File: src/rtl/tpu_pkg.sv
// Shared TPU datapath definitions: default widths, accumulator FSM states and
// the helper that sizes operand counters. Used by the adder stage, the
// accumulator and the result sink.
package tpu_pkg;

    localparam int IN_W_DEF  = 5;
    localparam int ACC_W_DEF = 12;
    localparam int BURST_DEF = 4;

    typedef enum logic {
        ACC  = 1'b0,
        DONE = 1'b1
    } acc_state_e;

    // Bits needed to hold a count of 0..burst inclusive.
    function automatic int cnt_w(input int burst);
        return $clog2(burst + 1);
    endfunction

endpackage

File: src/rtl/tpu_sum_accumulator_if.sv
// Stream bundle for the sum accumulator: sum input channel plus the group
// result channel. The block itself is the slave; the adder/sink side is master.
interface tpu_sum_accumulator_if #(
    parameter int IN_W  = 5,
    parameter int ACC_W = 12,
    parameter int CNT_W = 3
);
    logic             in_valid;
    logic             in_ready;
    logic [IN_W-1:0]  in_data;
    logic             in_last;
    logic             out_valid;
    logic             out_ready;
    logic [ACC_W-1:0] out_data;
    logic [CNT_W-1:0] out_count;
    logic             out_ovf;

    modport master (
        output in_valid, in_data, in_last, out_ready,
        input  in_ready, out_valid, out_data, out_count, out_ovf
    );

    modport slave (
        input  in_valid, in_data, in_last, out_ready,
        output in_ready, out_valid, out_data, out_count, out_ovf
    );
endinterface

File: src/rtl/tpu_acc_add.sv
// Accumulator adder: acc + zero-extended operand with carry-out.
// Optional macro TPU_ACC_SAT_EN clamps the sum to all-ones on carry instead of
// wrapping. Once clamped, any nonzero operand carries again, so the clamp
// holds for the rest of the group without extra state.
module tpu_acc_add #(
    parameter int IN_W  = 5,
    parameter int ACC_W = 12
) (
    input  logic [ACC_W-1:0] acc_i,
    input  logic [IN_W-1:0]  in_i,
    output logic [ACC_W-1:0] sum_o,
    output logic             carry_o
);
    logic [ACC_W:0] sum_full;

    // One extra bit captures the carry out of the ACC_W-bit add.
    always_comb begin
        sum_full = {1'b0, acc_i} + {{(ACC_W + 1 - IN_W){1'b0}}, in_i};
        carry_o  = sum_full[ACC_W];
`ifdef TPU_ACC_SAT_EN
        sum_o    = carry_o ? {ACC_W{1'b1}} : sum_full[ACC_W-1:0];
`else
        sum_o    = sum_full[ACC_W-1:0];
`endif
    end
endmodule

File: src/rtl/tpu_sum_accumulator.sv
// Sum accumulator: reduces groups of up to BURST incoming sums into one wide
// result. A group ends on in_last or on the BURST-th operand; the result is
// held in DONE until the sink takes it. All outputs decode from registers.
// Optional macro TPU_ACC_SAT_EN (in tpu_acc_add) selects saturating overflow.
module tpu_sum_accumulator
    import tpu_pkg::*;
#(
    parameter int IN_W  = IN_W_DEF,
    parameter int ACC_W = ACC_W_DEF,
    parameter int BURST = BURST_DEF
) (
    input  logic                 clk,
    input  logic                 rst_n,
    tpu_sum_accumulator_if.slave bus
);
    localparam int CNT_W = cnt_w(BURST);

    acc_state_e       state_q, state_d;
    logic [ACC_W-1:0] acc_q, acc_d;
    logic [CNT_W-1:0] cnt_q, cnt_d;
    logic             ovf_q, ovf_d;

    logic [ACC_W-1:0] add_sum;
    logic             add_carry;
    logic [CNT_W-1:0] cnt_inc;
    logic             accept;

    tpu_acc_add #(
        .IN_W  (IN_W),
        .ACC_W (ACC_W)
    ) u_add (
        .acc_i   (acc_q),
        .in_i    (bus.in_data),
        .sum_o   (add_sum),
        .carry_o (add_carry)
    );

    assign accept  = bus.in_valid && (state_q == ACC);
    assign cnt_inc = cnt_q + CNT_W'(1);

    // Next state: accumulate in ACC, hand the result off in DONE.
    always_comb begin
        state_d = state_q;
        acc_d   = acc_q;
        cnt_d   = cnt_q;
        ovf_d   = ovf_q;
        case (state_q)
            ACC: begin
                if (accept) begin
                    acc_d = add_sum;
                    cnt_d = cnt_inc;
                    ovf_d = ovf_q | add_carry;
                    // in_last on the BURST-th operand is still one termination.
                    if (bus.in_last || (cnt_inc == CNT_W'(BURST))) begin
                        state_d = DONE;
                    end
                end
            end
            DONE: begin
                if (bus.out_ready) begin
                    acc_d   = '0;
                    cnt_d   = '0;
                    ovf_d   = 1'b0;
                    state_d = ACC;
                end
            end
            default: state_d = ACC;
        endcase
    end

    // State and group registers; reset discards any partial group.
    always_ff @(posedge clk or negedge rst_n) begin
        if (!rst_n) begin
            state_q <= ACC;
            acc_q   <= '0;
            cnt_q   <= '0;
            ovf_q   <= 1'b0;
        end else begin
            state_q <= state_d;
            acc_q   <= acc_d;
            cnt_q   <= cnt_d;
            ovf_q   <= ovf_d;
        end
    end

    // Outputs decode from state; result fields read zero outside DONE.
    always_comb begin
        bus.in_ready  = (state_q == ACC);
        bus.out_valid = (state_q == DONE);
        bus.out_data  = (state_q == DONE) ? acc_q : '0;
        bus.out_count = (state_q == DONE) ? cnt_q : '0;
        bus.out_ovf   = (state_q == DONE) ? ovf_q : 1'b0;
    end
endmodule

File: src/flat_wrapper.sv
// flat-port wrapper written by rule: the top's interface ports become plain ports
module tpu_sum_accumulator_flat import tpu_pkg::*;
#(
    parameter int IN_W  = IN_W_DEF,
    parameter int ACC_W = ACC_W_DEF,
    parameter int BURST = BURST_DEF
)
  (clk, rst_n, bus_in_valid, bus_in_data, bus_in_last, bus_out_ready, bus_in_ready, bus_out_valid, bus_out_data, bus_out_count, bus_out_ovf);
  tpu_sum_accumulator_if #(.IN_W(IN_W), .ACC_W(ACC_W), .CNT_W((cnt_w(4)))) bus_i ();
  input  logic clk;
  input  logic rst_n;
  input wire logic [$bits(bus_i.in_valid)-1:0] bus_in_valid;
  input wire logic [$bits(bus_i.in_data)-1:0] bus_in_data;
  input wire logic [$bits(bus_i.in_last)-1:0] bus_in_last;
  input wire logic [$bits(bus_i.out_ready)-1:0] bus_out_ready;
  output wire logic [$bits(bus_i.in_ready)-1:0] bus_in_ready;
  output wire logic [$bits(bus_i.out_valid)-1:0] bus_out_valid;
  output wire logic [$bits(bus_i.out_data)-1:0] bus_out_data;
  output wire logic [$bits(bus_i.out_count)-1:0] bus_out_count;
  output wire logic [$bits(bus_i.out_ovf)-1:0] bus_out_ovf;
  assign bus_i.in_valid = bus_in_valid;
  assign bus_i.in_data = bus_in_data;
  assign bus_i.in_last = bus_in_last;
  assign bus_i.out_ready = bus_out_ready;
  assign bus_in_ready = bus_i.in_ready;
  assign bus_out_valid = bus_i.out_valid;
  assign bus_out_data = bus_i.out_data;
  assign bus_out_count = bus_i.out_count;
  assign bus_out_ovf = bus_i.out_ovf;
  tpu_sum_accumulator #(.IN_W(IN_W), .ACC_W(ACC_W), .BURST(BURST)) u_core (.clk(clk), .rst_n(rst_n), .bus(bus_i));
endmodule
File: config.mk
export PLATFORM = sky130hd
export DESIGN_NAME = tpu_sum_accumulator_flat
export DESIGN_NICKNAME = d
export VERILOG_FILES = /design/src/rtl/tpu_pkg.sv /design/src/rtl/tpu_sum_accumulator_if.sv /design/src/rtl/tpu_acc_add.sv /design/src/rtl/tpu_sum_accumulator.sv /design/src/flat_wrapper.sv
export SDC_FILE = /design/constraint.sdc
export NUM_CORES = 1
export LEC_CHECK = 0
export BUFFER_PORTS_ARGS = -buffer_cell sky130_fd_sc_hd__buf_2
export CORE_ASPECT_RATIO = 0.9
export CORE_MARGIN = 4
export CORE_UTILIZATION = 55
export CTS_CLUSTER_SIZE = 10
export DETAILED_ROUTE_END_ITERATION = 10
export GPL_TIMING_DRIVEN = 0
export HOLD_SLACK_MARGIN = 0.02
export PLACE_DENSITY = 0.92
export SLEW_MARGIN = 20
export SYNTH_ARGS = -nofsm -noshare
export SYNTH_HDL_FRONTEND = slang
export SYNTH_SLANG_ARGS = --single-unit
File: constraint.sdc
create_clock -name clk -period 4.3 [get_ports clk]
set_input_delay 0.86 -clock clk [delete_from_list [all_inputs] [get_ports clk]]
set_output_delay 0.86 -clock clk [all_outputs]
set_load 0.05 [all_outputs]
Word level (Yosys, flattened, before mapping) --
Index checks and enable logic that the tools add are counted.
Word-level totals: memories kept 0, output and inout bits 18, bits of input ports 10, logic and storage cells 30, bits in registers 17, memory bits (read-only) 0, latch bits 0, RAM bits 0
Operators by class: eq/ne operators 3, bitwise logic cells 2, divide/modulo/power cells 0, $mul 0, reductions and logical operators 3, $lt $le $gt $ge 0, shift operators 0, $add $sub $neg 2, muxes and demuxes 16
Operator list (count):
- 12-bit 2-to-1 mux | 3
- 12-bit one-hot mux with 2 select lines | 1
- 12-bit by 5-bit adder with 13-bit output | 1
- 3-bit 2-to-1 mux | 3
- 1-bit 2-to-1 mux | 6
- 3-bit one-hot mux with 2 select lines | 1
- 1-bit one-hot mux with 2 select lines | 2
- 3-bit by 1-bit adder with 3-bit output, second input constant | 1
- 3-bit == test, second input constant | 1
- 2-bit by 1-bit inequality test with 1-bit output, second input constant | 1
- 2-bit inequality test, second input constant | 1
- 2-bit AND reduction | 1
- 1-bit logical AND | 1
- 1-bit logical OR | 1
- 1-bit NOT | 1
- 1-bit bitwise OR | 1

Depth between registers and ports, before layout --
depth after elaboration 6, mapped depth 6, gate-level depth less buffers 6

Modules after synthesis --
A second synthesis with hierarchy kept.
Second synthesis, totals: cells, all modules 149, area total of the unflattened synthesis 1336.3 µm²
By module, submodules not included:
- tpu_sum_accumulator | times used 1, cells each 98, area each 949.7 µm², sequential area each 425.4 µm²
- tpu_acc_add | times used 1, cells each 51, area each 386.6 µm², sequential area each 0.0 µm²

Least setup slack after synthesis --
No wires, ideal clock.
kind register -> output, from register u_core.state_q (netlist: u_core.bus.out_valid), to output port bus_out_data[11], data required time 3.440 ns, buffers on the path 1, setup slack 1.563 ns, cell stages (with the launch flop) 4, data arrival time 1.877 ns, cell sequence dfrtp_1 -> buf_2 -> inv_1 -> nor2_1
Between the ends: word-level cells in the longest chain between the ends 1
Ends and longest elaborated chain:
- from (decl) | RTL line tpu_sum_accumulator.sv:18 | acc_state_e state_q, state_d;
- from (signal assigned) | RTL line tpu_sum_accumulator.sv:79 | state_q <= state_d;
- 12-bit 2-to-1 mux | RTL line tpu_sum_accumulator.sv:90 | bus.out_data = (state_q == DONE) ? acc_q : '0;
- to (decl) | RTL line flat_wrapper.sv:18 | output wire logic [$bits(bus_i.out_data)-1:0] bus_out_data;
No other way between the ends.

Worst setup path in the final report --
from register u_core.state_q (netlist: u_core.bus.out_valid), to output port bus_out_data[6]
Same word-level chain as after synthesis.

==> flow_metrics.env <==
export IMPL_status="completed"
export IMPL_multiInputGateArea_sq_um=638
export IMPL_fin_hold_ws_ns=0.466
export IMPL_setup_viol=0
export IMPL_grt_pass1_wl_um=4150
export IMPL_crit_fanout=10
export IMPL_cts_buffer_depth=2
export IMPL_required_ns=3.44
export IMPL_setup_worst_path_class="flip-flop to output pin"
export IMPL_period_share=0.589
export IMPL_r2r_start="u_core.acc_q[0]"
export IMPL_die_height_um=50.2
export IMPL_clock_latency_ns=0.30
export IMPL_antenna_cells=0
export IMPL_final_nets=166
export IMPL_p_sw_mw=0.311
export IMPL_clock_power_share=0.130
export IMPL_syn2layout_area_growth_pct=17.6
export IMPL_vdd_ir_drop_max_mv=0.355
export IMPL_p_leak_nw=0.653
export IMPL_cp_endpoint="bus_out_data[6]"
export IMPL_pin_count=28
export IMPL_rsz0062_at_grt="no"
export IMPL_fmax_ghz=0.395
export IMPL_start_util=0.615
export IMPL_internal_power_mw=0.358
export IMPL_seq_power_share=0.378
export IMPL_seq_area_frac_synth=0.391
export IMPL_netlist_area_sq_mm=0.00109
export IMPL_crit_arrival_ns=1.67
export IMPL_cts_buffers=3
export IMPL_post_route_drc_count=0
export IMPL_clk_pin_slew_ns=0.09
export IMPL_yosys_warnings=0
export IMPL_hold_viol=0
export IMPL_critical_path_endpoint_type="output pin"
export IMPL_via_per_inst=6.02
export IMPL_synth_top_cell_area_share=0.391
export IMPL_die_w_um=54.9
export IMPL_design_die_area_sq_mm=0.00276
export IMPL_netlist_instances=116
export IMPL_maxSlewHeadroom=0.690
export IMPL_syn_nets=134
export IMPL_switching_share=0.465
export IMPL_post_cts_resize_count=0
export IMPL_drtIter0Drc=32
export IMPL_synth_edff_count=0
export IMPL_drive_gt1_frac=0.259
export IMPL_clkSinkCount=17
export IMPL_startpoint_type="flip-flop"
export IMPL_grt_util_all_layers=0.207
export IMPL_port_buffers=27
export IMPL_wire_per_inst_um=14.9
export IMPL_vias=1030
export IMPL_fin_util=0.723
export IMPL_r2r_setup_slack_ns=2.25
export IMPL_hold_path_class="input pin to async pin"
export IMPL_drt_wl_total_um=2540
export IMPL_powerDensity_mw_per_mm2=522
export IMPL_grt_pass1_vias=960
export IMPL_totalPowerFinal_mw=0.669
export IMPL_cts_setup_buffers=0
export IMPL_htree_levels=1
export IMPL_cts_hold_buffers=0
export IMPL_crit_start="u_core.bus.out_valid"
export IMPL_cts_root_buf="clkbuf_4"
export IMPL_antenna_found_initial=0
export IMPL_core_sq_mm=0.00177
export IMPL_antenna_left=0
export IMPL_syn_avg_cell_area_sq_um=9.38
export IMPL_hpwl_um=1930
export IMPL_ff_latch_area_sq_um=425
export IMPL_ys_seq_elements=17
export IMPL_gp_congestion=0.753
export IMPL_ys_flop_type="dfrtp_1"
export IMPL_tritoncts="yes"
export IMPL_rows=14
export IMPL_fin_tns_setup_ns=0
export IMPL_grt_max_degree=18
export IMPL_final_max_slew_violation_count=0
export IMPL_pwr_share_comb=0.493
export IMPL_finClkSkew_ns=0.00258
export IMPL_grt_overflow_total=0
export IMPL_synth_cell_types=35
export IMPL_yosys_top_cells_area="dfrtp_1, and2_1, ha_1"
export IMPL_fin_crit_ns=2.53
export IMPL_n_fill_cell=127
export IMPL_tightest_slew_ns=0.464
export IMPL_r2r_end="u_core.acc_q[8]"
export IMPL_ff2ff_path_depth=6
export IMPL_drt_first_pass_iters=4
export IMPL_drv_cap=0
export IMPL_synth_top_area_cell="dfrtp_1"
export IMPL_async_flop_share=1.00
[power groups by stage]
| stage | clock network, mW | logic [mW] | registers [mW] |
|---|---|---|---|
| 4_1_cts | 0.0891 | 0.326 | 0.252 |
| 3_5_place_dp | 0 | 0.325 | 0.254 |
| 2_1_floorplan | 0 | 0.250 | 0.247 |
| 5_1_grt | 0.0975 | 0.361 | 0.260 |
| 6_report | 0.0866 | 0.330 | 0.252 |
| 3_3_place_gp | 0 | 0.309 | 0.250 |
[cell type report]
type / instances / share of cell area
inverter: 3 / 0.00880
tap: 24 / 0.0235
clock buffer: 4 / 0.0205
multi-input combinational: 93 / 0.499
sequential: 17 / 0.332
buffer: 3 / 0.0108
timing repair buffer: 27 / 0.106
[cell usage after synthesis (all sizes together) (2+ instances only)]
master and number:
dfrtp 17, and2 15, nand2 14, o21ai 10, ha 7, a22o 5
a21oi 4, mux2i 4, nor2 4, inv 3, nand3 3, nor3 3
or3 3, a211oi 2, buf 2, nand4 2, nor2b 2, o211ai 2
xor2 2
[critical path: stages (launching register included)]
cell      delay [ns]
dfrtp_1         0.37
buf_2           0.22
clkbuf_1        0.32
and2_2          0.21
buf_2           0.25
[cells in the final DEF (no fill, tap or decap), drive strengths merged]
| cell | Yosys | routed |
|---|---|---|
| o22ai | 1 | 1 |
| a21oi | 4 | 4 |
| nand2b | 1 | 1 |
| nand3 | 3 | 3 |
| buf | 2 | 29 |
| nor3 | 3 | 3 |
| a41oi | 1 | 1 |
| o211ai | 2 | 2 |
| nor2 | 4 | 4 |
| nor2b | 2 | 2 |
| o21bai | 1 | 1 |
| fa | 1 | 1 |
| inv | 3 | 3 |
| a211oi | 2 | 2 |
| nand2 | 14 | 14 |
| xnor2 | 1 | 1 |
| clkbuf | 1 | 5 |
| and3 | 1 | 1 |
| a31o | 1 | 1 |
| a22o | 5 | 5 |
| dfrtp | 17 | 17 |
| o21a | 1 | 1 |
| a21boi | 1 | 1 |
| xor2 | 2 | 2 |
| and2 | 15 | 15 |
| o21ai | 10 | 10 |
| mux2i | 4 | 4 |
| nand4 | 2 | 2 |
| a21o | 1 | 1 |
| ha | 7 | 7 |
| or3 | 3 | 3 |
[stage by stage]
stage / setup WS [ns] / area (sq um) / cells
finish: 1.77 / 1280 / 171
detailed placement: 1.74 / 1250 / 167
CTS: 1.75 / 1280 / 171
global placement: 1.78 / 1250 / 167
global route: 1.68 / 1280 / 171
floorplan: 1.56 / 1090 / 116
[how the worst min path moves through the flow]
| stage | end | slack [ns] | cells after the start |
|---|---|---|---|
| final | u_core.acc_q[1] | 0.47 | 1 |
| after global routing | u_core.acc_q[4] | 0.47 | 1 |
| after CTS | u_core.acc_q[3] | 0.47 | 1 |
| after detailed placement | u_core.acc_q[11] | 0.48 | 1 |
| after global placement | u_core.acc_q[11] | 0.46 | 1 |
| after floorplan | u_core.acc_q[11] | 0.45 | 1 |
[sequential cells by signal, indices dropped and copies added, names as in the netlist]
name / cells
u_core.acc_q: 12
u_core.bus.out_valid: 1
u_core.cnt_q: 3
u_core.ovf_q: 1
[per-layer routing]
metal | GRT usage | part of all wire | vias up
li1 | - | - | 475
met1 | 0.248 | 0.41 | 496
met2 | 0.327 | 0.49 | 49
met3 | 0.0740 | 0.077 | 10
met4 | 0.0931 | 0.018 | 0
met5 | 0 | 0 | -
[cells by family (layout without fill, tap and decap cells)]
logic type | after synthesis | count (layout) | share of synthesized area
AO/OA/AOI/OAI | 30 | 30 | 0.190
XOR/XNOR | 3 | 3 | 0.0241
adder cells (fa/ha/maj) | 8 | 8 | 0.0988
buffers and inverters | 6 | 37 | 0.0230
flip-flops | 17 | 17 | 0.391
multiplexers | 4 | 4 | 0.0368
AND/OR/NAND/NOR | 48 | 48 | 0.237
(Power assumes the default switching activity.)
